<file path="src/rtl/sim_run_pkg.sv">
// Shared types for the simulation run controller: verdict encoding and FSM states.
package sim_run_pkg;

  typedef enum logic [1:0] {
    RUNNING = 2'd0,
    PASS    = 2'd1,
    FAIL    = 2'd2,
    TIMEOUT = 2'd3
  } status_e;

  typedef enum logic [1:0] {
    HOLD = 2'd0,
    RUN  = 2'd1,
    DONE = 2'd2
  } state_e;

  // Plain encodings for bench tops that decode status in $display.
  localparam logic [1:0] STATUS_RUNNING = 2'd0;
  localparam logic [1:0] STATUS_PASS    = 2'd1;
  localparam logic [1:0] STATUS_FAIL    = 2'd2;
  localparam logic [1:0] STATUS_TIMEOUT = 2'd3;

endpackage

</file>
<file path="src/rtl/addr_stall_det.sv">
// Branch-to-self detector: counts consecutive equal fetch addresses while enabled
// and strobes halt on the comparison that would reach STALL_LIMIT.
module addr_stall_det
  import sim_run_pkg::*;
#(
  parameter int unsigned ADDR_WIDTH  = 8,
  parameter int unsigned STALL_LIMIT = 16
) (
  input  logic                  clk,
  input  logic                  reset,
  input  logic                  en,
  input  logic [ADDR_WIDTH-1:0] addr,
  output logic                  halt,
  output logic [ADDR_WIDTH-1:0] prev_addr
);

  localparam int unsigned CW = $clog2(STALL_LIMIT + 1);

  logic [CW-1:0]         stall_cnt_q, stall_cnt_d;
  logic [ADDR_WIDTH-1:0] prev_addr_q;
  logic                  same;

  always_comb begin
    same        = (addr == prev_addr_q);
    stall_cnt_d = '0;
    halt        = 1'b0;
    if (en && same) begin
      stall_cnt_d = stall_cnt_q + CW'(1);
      halt        = (stall_cnt_q == CW'(STALL_LIMIT - 1));
    end
  end

  always_ff @(posedge clk) begin
    if (!reset) begin
      stall_cnt_q <= '0;
      prev_addr_q <= '0;
    end else begin
      stall_cnt_q <= stall_cnt_d;
      prev_addr_q <= addr;
    end
  end

  assign prev_addr = prev_addr_q;

endmodule

</file>
<file path="src/rtl/sim_run_ctrl.sv">
// Simulation run controller: sequences CPU reset, counts run cycles and latches
// a sticky PASS/FAIL/TIMEOUT verdict from halt or cycle-budget detection.
module sim_run_ctrl
  import sim_run_pkg::*;
#(
  parameter int unsigned           ADDR_WIDTH   = 8,
  parameter int unsigned           RESET_CYCLES = 5,
  parameter int unsigned           MAX_CYCLES   = 1200,
  parameter int unsigned           STALL_LIMIT  = 16,
  parameter logic [ADDR_WIDTH-1:0] PASS_ADDR    = 8'hFC,
  parameter int unsigned           CNT_WIDTH    = 32,
  parameter int unsigned           HOLD_ON_DONE = 1
) (
  input  logic                  clk,
  input  logic                  reset,
  input  logic [ADDR_WIDTH-1:0] imem_addr,
  output logic                  cpu_reset_n,
  output logic                  done,
  output logic                  done_pulse,
  output status_e               status,
  output logic [CNT_WIDTH-1:0]  cycle_count,
  output logic [ADDR_WIDTH-1:0] halt_addr
);

  localparam int unsigned HW        = (RESET_CYCLES > 1) ? $clog2(RESET_CYCLES) : 1;
  localparam int unsigned HOLD_LAST = (RESET_CYCLES == 0) ? 0 : RESET_CYCLES - 1;
  localparam int unsigned MAX_LAST  = (MAX_CYCLES == 0) ? 0 : MAX_CYCLES - 1;

  state_e                state_q;
  logic [HW-1:0]         hold_cnt_q;
  logic                  cpu_reset_n_q, done_q, done_pulse_q;
  status_e               status_q;
  logic [CNT_WIDTH-1:0]  cycle_count_q;
  logic [ADDR_WIDTH-1:0] halt_addr_q;

  logic                  halt;
  logic                  timeout;
  logic [ADDR_WIDTH-1:0] prev_addr;

  addr_stall_det #(
    .ADDR_WIDTH (ADDR_WIDTH),
    .STALL_LIMIT(STALL_LIMIT)
  ) u_stall (
    .clk      (clk),
    .reset    (reset),
    .en       (state_q == RUN),
    .addr     (imem_addr),
    .halt     (halt),
    .prev_addr(prev_addr)
  );

  assign timeout = (MAX_CYCLES != 0) && (cycle_count_q == CNT_WIDTH'(MAX_LAST));

  // On a halt prev_addr equals imem_addr, so capturing it keeps imem_addr off any output path.
  always_ff @(posedge clk) begin
    if (!reset) begin
      state_q       <= HOLD;
      hold_cnt_q    <= '0;
      cpu_reset_n_q <= 1'b0;
      done_q        <= 1'b0;
      done_pulse_q  <= 1'b0;
      status_q      <= RUNNING;
      cycle_count_q <= '0;
      halt_addr_q   <= '0;
    end else begin
      done_pulse_q <= 1'b0;
      case (state_q)
        HOLD: begin
          hold_cnt_q <= hold_cnt_q + HW'(1);
          if (hold_cnt_q == HW'(HOLD_LAST)) begin
            state_q       <= RUN;
            cpu_reset_n_q <= 1'b1;
          end
        end
        RUN: begin
          if (halt || timeout) begin
            state_q       <= DONE;
            done_q        <= 1'b1;
            done_pulse_q  <= 1'b1;
            cpu_reset_n_q <= (HOLD_ON_DONE == 0);
            if (halt) begin
              halt_addr_q <= prev_addr;
              status_q    <= (prev_addr == PASS_ADDR) ? PASS : FAIL;
            end else begin
              status_q    <= TIMEOUT;
            end
          end else if (cycle_count_q != '1) begin
            cycle_count_q <= cycle_count_q + CNT_WIDTH'(1);
          end
        end
        default: ;
      endcase
    end
  end

  assign cpu_reset_n = cpu_reset_n_q;
  assign done        = done_q;
  assign done_pulse  = done_pulse_q;
  assign status      = status_q;
  assign cycle_count = cycle_count_q;
  assign halt_addr   = halt_addr_q;

endmodule

</file>
<file path="config.mk">
export PLATFORM = sky130hd
export DESIGN_NAME = sim_run_ctrl
export DESIGN_NICKNAME = d
export VERILOG_FILES = /design/src/rtl/sim_run_pkg.sv /design/src/rtl/addr_stall_det.sv /design/src/rtl/sim_run_ctrl.sv
export SDC_FILE = /design/constraint.sdc
export NUM_CORES = 1
export LEC_CHECK = 0
export BUFFER_PORTS_ARGS = -buffer_cell sky130_fd_sc_hd__buf_2
export CAP_MARGIN = 0
export CORE_ASPECT_RATIO = 1.4
export CORE_MARGIN = 4
export CORE_UTILIZATION = 30
export CTS_CLUSTER_SIZE = 40
export DETAILED_ROUTE_END_ITERATION = 7
export PLACE_DENSITY = 0.54
export REMOVE_ABC_BUFFERS = 1
export SLEW_MARGIN = 20
export SYNTH_ARGS = -nofsm -noshare
export SYNTH_HDL_FRONTEND = slang
export SYNTH_SLANG_ARGS = --single-unit
</file>
<file path="constraint.sdc">
create_clock -name clk -period 7.7 [get_ports clk]
set_input_delay 1.54 -clock clk [delete_from_list [all_inputs] [get_ports clk]]
set_output_delay 1.54 -clock clk [all_outputs]
set_load 0.01 [all_outputs]
</file>
## Word level (Yosys, flattened, before mapping)

Index checks and enable logic that the tools add are counted.

- Register bits: 63
- Input bits: 10
- Output and inout port bits: 45
- Word-level logic and storage cells: 43

- Add/subtract/negate cells: 3
- Eq/ne operators: 9
- Multiplexer cells: 10
- Bitwise gates (word level): 1
- Reduce and logical (&&, ||, !) cells: 10

Operator list:

| kind | number |
|---|---|
| 32-bit by 1-bit adder with 32-bit output, second input constant | 1 |
| 32-bit by 11-bit == test with 1-bit output, second input constant | 1 |
| 32-bit inequality test, second input constant | 1 |
| 3-bit AND reduction | 3 |
| 8-bit == test | 1 |
| 8-bit == test, second input constant | 1 |
| 2-bit 2-to-1 mux | 4 |
| 2-bit AND reduction | 3 |
| 5-bit by 1-bit adder with 5-bit output, second input constant | 1 |
| 5-bit by 4-bit == test with 1-bit output, second input constant | 1 |
| 1-bit 2-to-1 mux | 4 |
| 2-bit inequality test, second input constant | 2 |
| 2-bit one-hot mux with 2 select lines | 1 |
| 3-bit by 1-bit adder with 3-bit output, second input constant | 1 |
| 3-bit == test, second input constant | 1 |
| 2-bit by 1-bit == test with 1-bit output, second input constant | 1 |
| 2-bit logical NOT | 1 |
| 1-bit one-hot mux with 2 select lines | 1 |
| 2-bit nonzero test | 1 |
| 1-bit logical AND | 1 |
| 1-bit logical OR | 1 |
| 1-bit inverter | 1 |

## Longest topological paths before layout

Gate-level depths: netlist (run 1).

- Word-level depth: 6
- Gate-level depth with buffers: 10

## Cells and area by module

A second synthesis (run 1) with hierarchy kept.

- Cells, all modules: 344
- Area total of the unflattened synthesis: 2916.5 um^2

By module, submodules not included:

| module | times used | cells each | area each (um^2) | seq. area each (um^2) |
|---|---|---|---|---|
| sim_run_ctrl | 1 | 295 | 2413.6 | 980.9 |
| addr_stall_det | 1 | 49 | 503.0 | 260.2 |

## Worst setup path before layout (run 1)

OpenSTA, ideal clock, no wires.

- Path type: in2reg
- Start: input port imem_addr[5]
- End: register cycle_count_q[25] (netlist: cycle_count[25])
- Setup time: 0.135 ns
- Data arrival time: 3.175 ns
- Required time: 7.565 ns
- Slack: 4.390 ns
- Cell stages on the path: 8
- Cells stage by stage: xor2_1 nor4_1 and4b_1 or4b_4 buf_6 buf_2 o311ai_0 o41ai_1

- Cells in the longest elaborated chain, start to end: 6

Ends and longest elaborated chain:

| element | RTL line | source |
|---|---|---|
| start, declared | sim_run_ctrl.sv:16 | `input logic [ADDR_WIDTH-1:0] imem_addr,` |
| 8-bit == test | addr_stall_det.sv:24 | `same = (addr == prev_addr_q);` |
| 1-bit logical AND | addr_stall_det.sv:27 | `if (en && same) begin` |
| 1-bit 2-to-1 mux | addr_stall_det.sv:27 |  |
| 1-bit logical OR | sim_run_ctrl.sv:76 | `if (halt \|\| timeout) begin` |
| 1-bit inverter (no source line) | - |  |
| 3-bit AND reduction (no source line) | - |  |
| end signal, assigned | sim_run_ctrl.sv:88 | `cycle_count_q <= cycle_count_q + CNT_WIDTH'(1);` |
| end, declared | sim_run_ctrl.sv:33 | `logic [CNT_WIDTH-1:0] cycle_count_q;` |

No other way between the ends.
A chain may end at the register's enable or synchronous reset.

## Final worst setup path (run 1)

- Start: input port imem_addr[5]
- End: register cycle_count_q[13] (netlist: cycle_count[13])

Same word-level chain as after synthesis.

==> impl_metrics.yaml, run 1 <==
run_status:
  status: "finished clean"
critical_path:
  slowest_stage: "or4b_4"
  max_stage_delay_ps: 810
  startpoint_type: "input pin"
  crit_chain: "buf_2, xor2_1, nor4_1, and4b_1, or4b_4, or4_1, a21oi_1"
  worstPathMaxFanout: 58
  cp_num_buf_inv: 1
  crit_required_ps: 7950
  end_kind: "flop"
  cp.arrival_ps: 3870
  critPathKind: "in2reg"
  crit_family: "simple AND/OR/NAND/NOR gates"
timing:
  slew_violations: 0
  worst-slew-pin-transition_ps: 601
  max_freq_mhz: 276
  fin_skew_ps: 7.03
  slew_headroom_pct: 59.9
  min_period_over_period_pct: 47.0
  period_needed_ps: 3620
  fin_setup_tns_ps: 0
  finalSetupViolCount: 0
  hold_viol: 0
  rsz0062_at_grt: "no"
yosys:
  netlist_instances: 332
  ys_ff_latch: 62
  synth_top_area_cell: "dfxtp_1"
  synth-edff-count: 0
  yosysMostFrequentCell: "dfxtp_1"
  yosys_most_used_dff: "dfxtp_1"
  synth.avg_cell_area_um2: 8.59
  synth_area_leaders: "dfxtp_1 44%, mux2i_1 4.6%, a21oi_1 4.4%"
  synth_top_area_share_pct: 43.5
  yosys-top-cells-count: "62 x dfxtp_1, 25 x a21oi_1, 23 x nor2_1"
  synth.distinct_cells: 37
  synth_seq_area_share_pct: 43.5
  async_flop_share_pct: 0
  syn_area_mm2: 0.00285
  ys_warn_count: 0
final_layout:
  drive_above_1_share_pct: 18.6
  diodes: 0
  final_util_pct: 38.5
  nets: 397
  num-fill-cells: 970
  syn2layout_area_growth_pct: 23.3
  design_area_mm2: 0.00352
  stdcell_count: 494
route:
  drc: 0
  wire_per_inst_um: 14.9
  ant_nets: 0
  viasPerCell: 5.31
  dr_total_vias: 2621
  drtIter0Drc: 116
  drtPass1Iterations: 4
  drt_wl_total_mm: 7.38
place:
  placed_cell_area_mm2: 0.00319
  dp_cells: 478
  gp_congestion: 0.747
  port_buffers: 54
  dp_hpwl_mm: 5.23
floorplan:
  num_io_pins: 55
  die_area_mm2: 0.0112
  die_x_um: 90.4
  coreArea_mm2: 0.00913
  rows: 41
  initial_core_util_pct: 31.2
  die_y_um: 123
clocking:
  cts_root_buf: "clkbuf_16"
  cts_buffers: 9
  clockBufferDepth: 2
  clkLatencyLatePin_ps: 320
  clkSlewWorstSetupHoldPaths_ps: 60
  postCtsHoldBufs: 0
  h-tree-depth: 3
  cts_tree: "yes"
  clock-sinks: 62
  cts_setup_buffers: 0
  cts_resized: 0
global_route:
  grt_pass1_vias: 2576
  grt_antenna_before_repair: 0
  grt_max_degree: 59
  grt_pass1_wl_mm: 12.4
  gr-total-overflow: 0
  grt_usage_pct: 13.8
min_path:
  hold_class: "reg2reg"
flow_run:
  max-cap-violations: 0
power_and_ir_drop:
  leakagePower_nw: 1.33
  ir_drop_uv: 113
  power_density_mw_per_mm2: 226
  power_mw: 0.796
state kept, by name, indices dropped and copies added (netlist names):
| signal | flops |
|---|---|
| cycle_count | 32 |
| halt_addr | 8 |
| u_stall.prev_addr | 8 |
| u_stall.stall_cnt_q | 5 |
| hold_cnt_q | 3 |
| state_q | 2 |
| status | 2 |
| done | 1 |
| done_pulse | 1 |
through the flow:
step / hold slack, ps / setup WS [ps]
detailed placement: 441 / 3760
global placement: 433 / 3800
global route: 473 / 3960
floorplan: 418 / 4120
finish: 452 / 4080
CTS: 455 / 4090
layout make-up:
class	count	area, um2	share of cell area (%)
Timing Repair Buffer	55	278	7.90
Clock inverter	7	97.6	2.77
Multi-Input combinational cell	244	1500	42.8
Tap cell	107	134	3.81
Clock buffer	9	225	6.40
Sequential cell	62	1240	35.3
Inverter	10	37.5	1.07
path summary, 6_finish.rpt:
path                           from                     end  slack [ps]  cells past startpoint
max                    imem_addr[5]         cycle_count[13]        4080                      7
min          u_stall.stall_cnt_q[0]  u_stall.stall_cnt_q[0]         450                      1
max reg2reg  u_stall.stall_cnt_q[0]         cycle_count[13]        4520                      8
min reg2reg  u_stall.stall_cnt_q[0]  u_stall.stall_cnt_q[0]         450                      1
per-layer routing:
layer  global-route usage, %  vias to the layer above  part of all wire (%)
met3                    4.20                       13                   5.5
met2                    23.6                       57                    48
li1                        -                     1321                     -
met5                       0                        -                     0
met1                    16.2                     1230                    44
met4                    5.75                        0                   2.0
placed cells by master (no fill, tap or decap), types with 3 or more instances in the layout:
master,count
buf_2,54
nand2b_1,5
nor3_1,7
and3_1,5
nand3_1,22
ha_1,5
xor2_1,11
o21a_1,3
or3_1,16
o21ai_0,19
a21oi_1,25
or4_1,8
nor2_1,23
mux2i_1,13
nand4_1,13
nand2_1,21
and4_1,5
inv_1,10
and2_1,10
dfxtp_1,62
o31ai_1,6
nor4_1,13
clkbuf_16,9
power breakdown:
| part | switching [mW] | total (mW) | internal, mW |
|---|---|---|---|
| Combinational | 0.0192 | 0.0299 | 0.0107 |
| Clock | 0.151 | 0.435 | 0.284 |
| Sequential | 0.00514 | 0.331 | 0.326 |
| Total | 0.175 | 0.796 | 0.621 |
cells by family (layout without fill, tap and decap cells):
| logic type | count (synthesis) | count (layout) | share of synthesized area [%] |
|---|---|---|---|
| adder cells (fa/ha/maj) | 5 | 5 | 2.19 |
| multiplexers | 13 | 13 | 4.56 |
| XOR/XNOR | 13 | 13 | 3.99 |
| AND/OR/NAND/NOR | 153 | 153 | 29.9 |
| AO/OA/AOI/OAI | 60 | 60 | 12.1 |
| buffers and inverters | 26 | 81 | 3.77 |
| flip-flops | 62 | 62 | 43.5 |
No activity file was read; power rests on OpenSTA's default activity.
==> run 2: changes to the inputs <==
Settings changed: PLACE_DENSITY 0.54 to 0.55.
Clock period 7.7 ns to 3.2 ns, I/O delays scaled along.
==> run 2 against run 1 <==
Net effect: non-clock buffer count grew 1; hold slack lost 2.3 ps; first-iteration DRC count grew 6.0%; global-route usage is essentially flat; clock skew is essentially flat; sequential share of layout area grew 0.13 points; sequential cell count is the same; clock-buffer cell count grew 4; clock power grew 120%; die area is the same; sequential power grew 140%; routed wire length grew 1.1%.
==> impl_metrics.yaml, run 2 (synthesis results as in run 1) <==
floorplan:
  rows: 41
  die_y_um: 123
  initial_core_util_pct: 31.2
  die_x_um: 90.4
  coreArea_mm2: 0.00913
  die_area_mm2: 0.0112
  num_io_pins: 55
clocking:
  clockBufferDepth: 2
  cts_buffers: 9
  cts_root_buf: "clkbuf_16"
  postCtsHoldBufs: 0
  clock-sinks: 62
  clkLatencyLatePin_ps: 320
  cts_tree: "yes"
  cts_setup_buffers: 0
  clkSlewWorstSetupHoldPaths_ps: 50
  h-tree-depth: 3
  cts_resized: 0
global_route:
  grt_usage_pct: 13.8
  gr-total-overflow: 0
  grt_pass1_vias: 2594
  met2_usage_pct: 23.6
  grt_antenna_before_repair: 0
  met3_usage_pct: 4.02
  use_met1_pct: 15.9
  busiest_layer: "met2"
  grt_max_degree: 59
  grt_pass1_wl_mm: 12.4
critical_path:
  crit_chain: "ha_1, and3_1, ha_1, and3_1, and4b_1, or4b_4, or4_1, a21oi_1"
  slowest_stage: "or4b_4"
  critPathKind: "reg2reg"
  startpoint_type: "flop"
  end_kind: "flop"
  crit_required_ps: 3450
  worstPathMaxFanout: 58
  cp.arrival_ps: 3140
  max_stage_delay_ps: 750
timing:
  worst-slew-pin-transition_ps: 503
  fin_skew_ps: 6.95
  slew_headroom_pct: 66.5
  period_needed_ps: 2890
  slew_violations: 0
  finalSetupViolCount: 0
  rsz0062_at_grt: "no"
  hold_viol: 0
  min_period_over_period_pct: 90.3
  fin_setup_tns_ps: 0
  max_freq_mhz: 346
  setup_slack_ps: 312
flow_run:
  max-cap-violations: 0
place:
  gp_congestion: 0.774
  dp_hpwl_mm: 5.29
  port_buffers: 54
  dp_slack_ps: 353
route:
  drtPass1Iterations: 4
  wire_per_inst_um: 15.1
  dr_total_vias: 2654
  drtIter0Drc: 123
  viasPerCell: 5.36
  drt_wl_total_mm: 7.46
  ant_nets: 0
  drc: 0
final_layout:
  num-fill-cells: 965
  nets: 398
  diodes: 0
  drive_above_1_share_pct: 18.3
  largest_register_ffs: 32
  final_common_cell: "dfxtp_1"
  syn2layout_area_growth_pct: 22.9
  mostFrequentLayoutCells: "62 x dfxtp_1, 54 x buf_2, 25 x a21oi_1"
power_and_ir_drop:
  switchingPower_mw: 0.393
  seq_power_share_pct: 43.2
  leakagePower_nw: 1.33
  switching_share_pct: 21.3
  internal_power_mw: 1.46
  comb_power_share_pct: 4.0
  clkPwrFrac_pct: 52.9
  power_density_mw_per_mm2: 527
  ir_drop_uv: 339
min_path:
  hold_class: "reg2reg"
run_status:
  status: "finished clean"
run 2: cell count changes in the layout (fill, tap and decap cells not counted):
cell,change
buf_4,+1
clkinv_4,-1
clkbuf_1,+2
bufinv_16,-1
inv_6,-1
clkbuf_8,+2
clkinvlp_4,-1
run 2: power by group through the flow:
stage               logic, mW  clock network (mW)  registers (mW)
global route           0.0827                1.04           0.799
CTS                    0.0740               0.998           0.798
detailed placement     0.0736                   0           0.814
floorplan              0.0446                   0           0.812
finish                 0.0731               0.977           0.798
global placement       0.0716                   0           0.813
run 2: per-layer routing:
metal	wire (um)	up-vias	share of wire [%]
met5	0	-	0
met4	196	0	2.6
met3	355	15	4.8
met2	3580	59	48
met1	3330	1260	45
li1	-	1320	-
run 2: cell type report:
class | instances | area [um2] | share of cell area (%)
Multi-Input combinational cell | 244 | 1500 | 42.9
Sequential cell | 62 | 1240 | 35.4
Timing Repair Buffer | 56 | 285 | 8.14
Clock buffer | 13 | 260 | 7.43
Tap cell | 107 | 134 | 3.82
Clock inverter | 3 | 42.5 | 1.21
Inverter | 10 | 37.5 | 1.07
run 2: path summary, 6_finish.rpt:
kind / startpoint / endpoint / slack, ps / depth (start not counted)
worst min register to register: u_stall.stall_cnt_q[0] / u_stall.stall_cnt_q[0] / 450 / 1
worst max-delay path: u_stall.stall_cnt_q[0] / cycle_count[13] / 310 / 8
worst max register to register: u_stall.stall_cnt_q[0] / cycle_count[13] / 310 / 8
worst min-delay path: u_stall.stall_cnt_q[0] / u_stall.stall_cnt_q[0] / 450 / 1
run 2: per-stage QoR:
| step | hold WS (ps) | std cells | utilization (%) | power [mW] | cell area [um2] |
|---|---|---|---|---|---|
| after floorplan | 418 | 316 | - | 0.856 | 2780 |
| after global placement | 429 | 479 | 35.1 | 0.885 | 3200 |
| after detailed placement | 441 | 479 | 35.1 | 0.888 | 3200 |
| after CTS | 453 | 495 | 38.4 | 1.87 | 3500 |
| after global routing | 479 | 495 | 38.4 | 1.92 | 3500 |
| final | 450 | 495 | 38.4 | 1.85 | 3500 |
run 2: critical path: cells and delay by family, from the launching register on:
kind	cells	cell delay [ps]
AO/OA/AOI/OAI	1	140
adder cells (fa/ha/maj)	2	430
AND/OR/NAND/NOR	5	1930
flip-flops	1	320
==> run 3: changes to the inputs <==
Settings changed: PLACE_DENSITY 0.55 to not set, PLACE_DENSITY_LB_ADDON set to 0.25.
==> run 3 against run 2 <==
Net effect: maximum frequency is 0.62% higher; design area hardly changed; sequential power hardly changed; non-clock buffer count stayed put; sequential share of layout area hardly changed.
==> impl_metrics.yaml, run 3 (synthesis results as in run 1) <==
floorplan:
  coreArea_mm2: 0.00913
  rows: 41
  die_x_um: 90.4
  die_y_um: 123
  initial_core_util_pct: 31.2
  num_io_pins: 55
  die_area_mm2: 0.0112
place:
  placed_cell_area_mm2: 0.00320
  dp_cells: 479
  gp_congestion: 0.752
  port_buffers: 54
  dp_hpwl_mm: 5.20
clocking:
  clock-sinks: 62
  cts_tree: "yes"
  cts_resized: 0
  h-tree-depth: 3
  clkLatencyLatePin_ps: 330
  postCtsHoldBufs: 0
  cts_buffers: 9
  clkSlewWorstSetupHoldPaths_ps: 50
  clockBufferDepth: 2
  cts_root_buf: "clkbuf_16"
  cts_setup_buffers: 0
critical_path:
  cp.arrival_ps: 3130
  crit_family: "simple AND/OR/NAND/NOR gates"
  crit_chain: "ha_1, and3_1, ha_1, and3_1, and4b_1, or4b_4, or4_1, a21oi_1"
  cp_num_buf_inv: 0
  worstReg2RegEnd: "cycle_count[13]"
  r2r_start: "u_stall.stall_cnt_q[0]"
  reg2reg_slack_ps: 330
  slowest_stage: "or4b_4"
  worstPathMaxFanout: 58
  max_stage_delay_ps: 740
  crit_required_ps: 3460
  critPathKind: "reg2reg"
  ff2ff_path_depth: 8
  startpoint_type: "flop"
  end_kind: "flop"
power_and_ir_drop:
  internal_power_mw: 1.45
  seq_power_share_pct: 43.2
  switching_share_pct: 21.4
  power_mw: 1.85
  power_density_mw_per_mm2: 528
  clkPwrFrac_pct: 52.9
  switchingPower_mw: 0.396
  ir_drop_uv: 259
  comb_power_share_pct: 4.0
  leakagePower_nw: 1.33
timing:
  slew_violations: 0
  worst-slew-pin-transition_ps: 497
  fin_skew_ps: 7.30
  max_freq_mhz: 348
  period_needed_ps: 2870
  finalSetupViolCount: 0
  timing.hold.ws_ps: 450
  fin_setup_tns_ps: 0
  hold_viol: 0
  rsz0062_at_grt: "no"
  min_period_over_period_pct: 89.7
  slew_headroom_pct: 66.8
global_route:
  grt_pass1_vias: 2543
  grt_max_degree: 59
  grt_pass1_wl_mm: 12.3
  grt_antenna_before_repair: 0
  gr-total-overflow: 0
  grt_usage_pct: 13.9
final_layout:
  diodes: 0
  design_area_mm2: 0.00350
  largest_register_ffs: 32
  drive_above_1_share_pct: 18.3
  num-fill-cells: 963
  stdcell_count: 494
  final_common_cell: "dfxtp_1"
  mostFrequentLayoutCells: "62 x dfxtp_1, 54 x buf_2, 25 x a21oi_1"
  nets: 398
  syn2layout_area_growth_pct: 22.8
route:
  drtIter0Drc: 165
  drt_wl_total_mm: 7.36
  drtPass1Iterations: 5
  dr_total_vias: 2635
  wire_per_inst_um: 14.9
  ant_nets: 0
  drc: 0
  viasPerCell: 5.33
min_path:
  hold_class: "reg2reg"
  hold_depth: 1
  min_to: "u_stall.stall_cnt_q[0]"
  hp-start: "u_stall.stall_cnt_q[0]"
flow_run:
  max-cap-violations: 0
run_status:
  status: "finished clean"
[run 3: changes by cell type in the layout (fill, tap and decap cells not counted), sizes merged]
cell / previous run / this run
clkbuf: 13 / 12
clkinv: 1 / 2
clkinvlp: 1 / 0
[run 3: worst max-delay path by stage]
| stage | to | slack (ps) | startpoint | depth (start not counted) |
|---|---|---|---|---|
| 2_1_floorplan | cycle_count[13] | 330 | u_stall.stall_cnt_q[0] | 8 |
| 3_3_place_gp | cycle_count[13] | 390 | u_stall.stall_cnt_q[0] | 8 |
| 3_5_place_dp | cycle_count[13] | 360 | u_stall.stall_cnt_q[0] | 8 |
| 4_1_cts | cycle_count[13] | 340 | u_stall.stall_cnt_q[0] | 8 |
| 5_1_grt | cycle_count[5] | 230 | u_stall.stall_cnt_q[0] | 8 |
| 6_report | cycle_count[13] | 330 | u_stall.stall_cnt_q[0] | 8 |
[run 3: power by group through the flow]
stage	registers, mW	clock network, mW	logic, mW
2_1_floorplan	0.812	0	0.0446
3_3_place_gp	0.813	0	0.0722
3_5_place_dp	0.814	0	0.0758
4_1_cts	0.797	1.00	0.0754
5_1_grt	0.799	1.04	0.0846
6_report	0.798	0.977	0.0733
[run 3: final cells by class]
type / count / area, um2 / area share (%)
well taps: 107 / 134 / 3.82
multi-input cells: 244 / 1500 / 42.9
repair buffers: 56 / 285 / 8.15
clock buffers: 12 / 256 / 7.32
inverters: 10 / 37.5 / 1.07
clock inverters: 3 / 43.8 / 1.25
flip-flops and latches: 62 / 1240 / 35.4
[run 3: stage by stage]
stage	utilization [%]	setup WS (ps)
6_report	38.4	329
5_1_grt	38.4	227
3_3_place_gp	35.1	390
4_1_cts	38.4	338
2_1_floorplan	-	328
3_5_place_dp	35.1	361
[run 3: worst reg2reg max path: stages (launching register included)]
cell	delay (ps)
dfxtp_1	320
ha_1	220
and3_1	190
ha_1	210
and3_1	180
and4b_1	210
or4b_4	740
or4_1	600
a21oi_1	140
[run 3: routing by layer]
metal / routed length [um] / global-route usage (%)
met3: 418 / 3.41
met1: 3150 / 16.0
met5: 0 / 0
met4: 184 / 7.95
met2: 3610 / 23.5
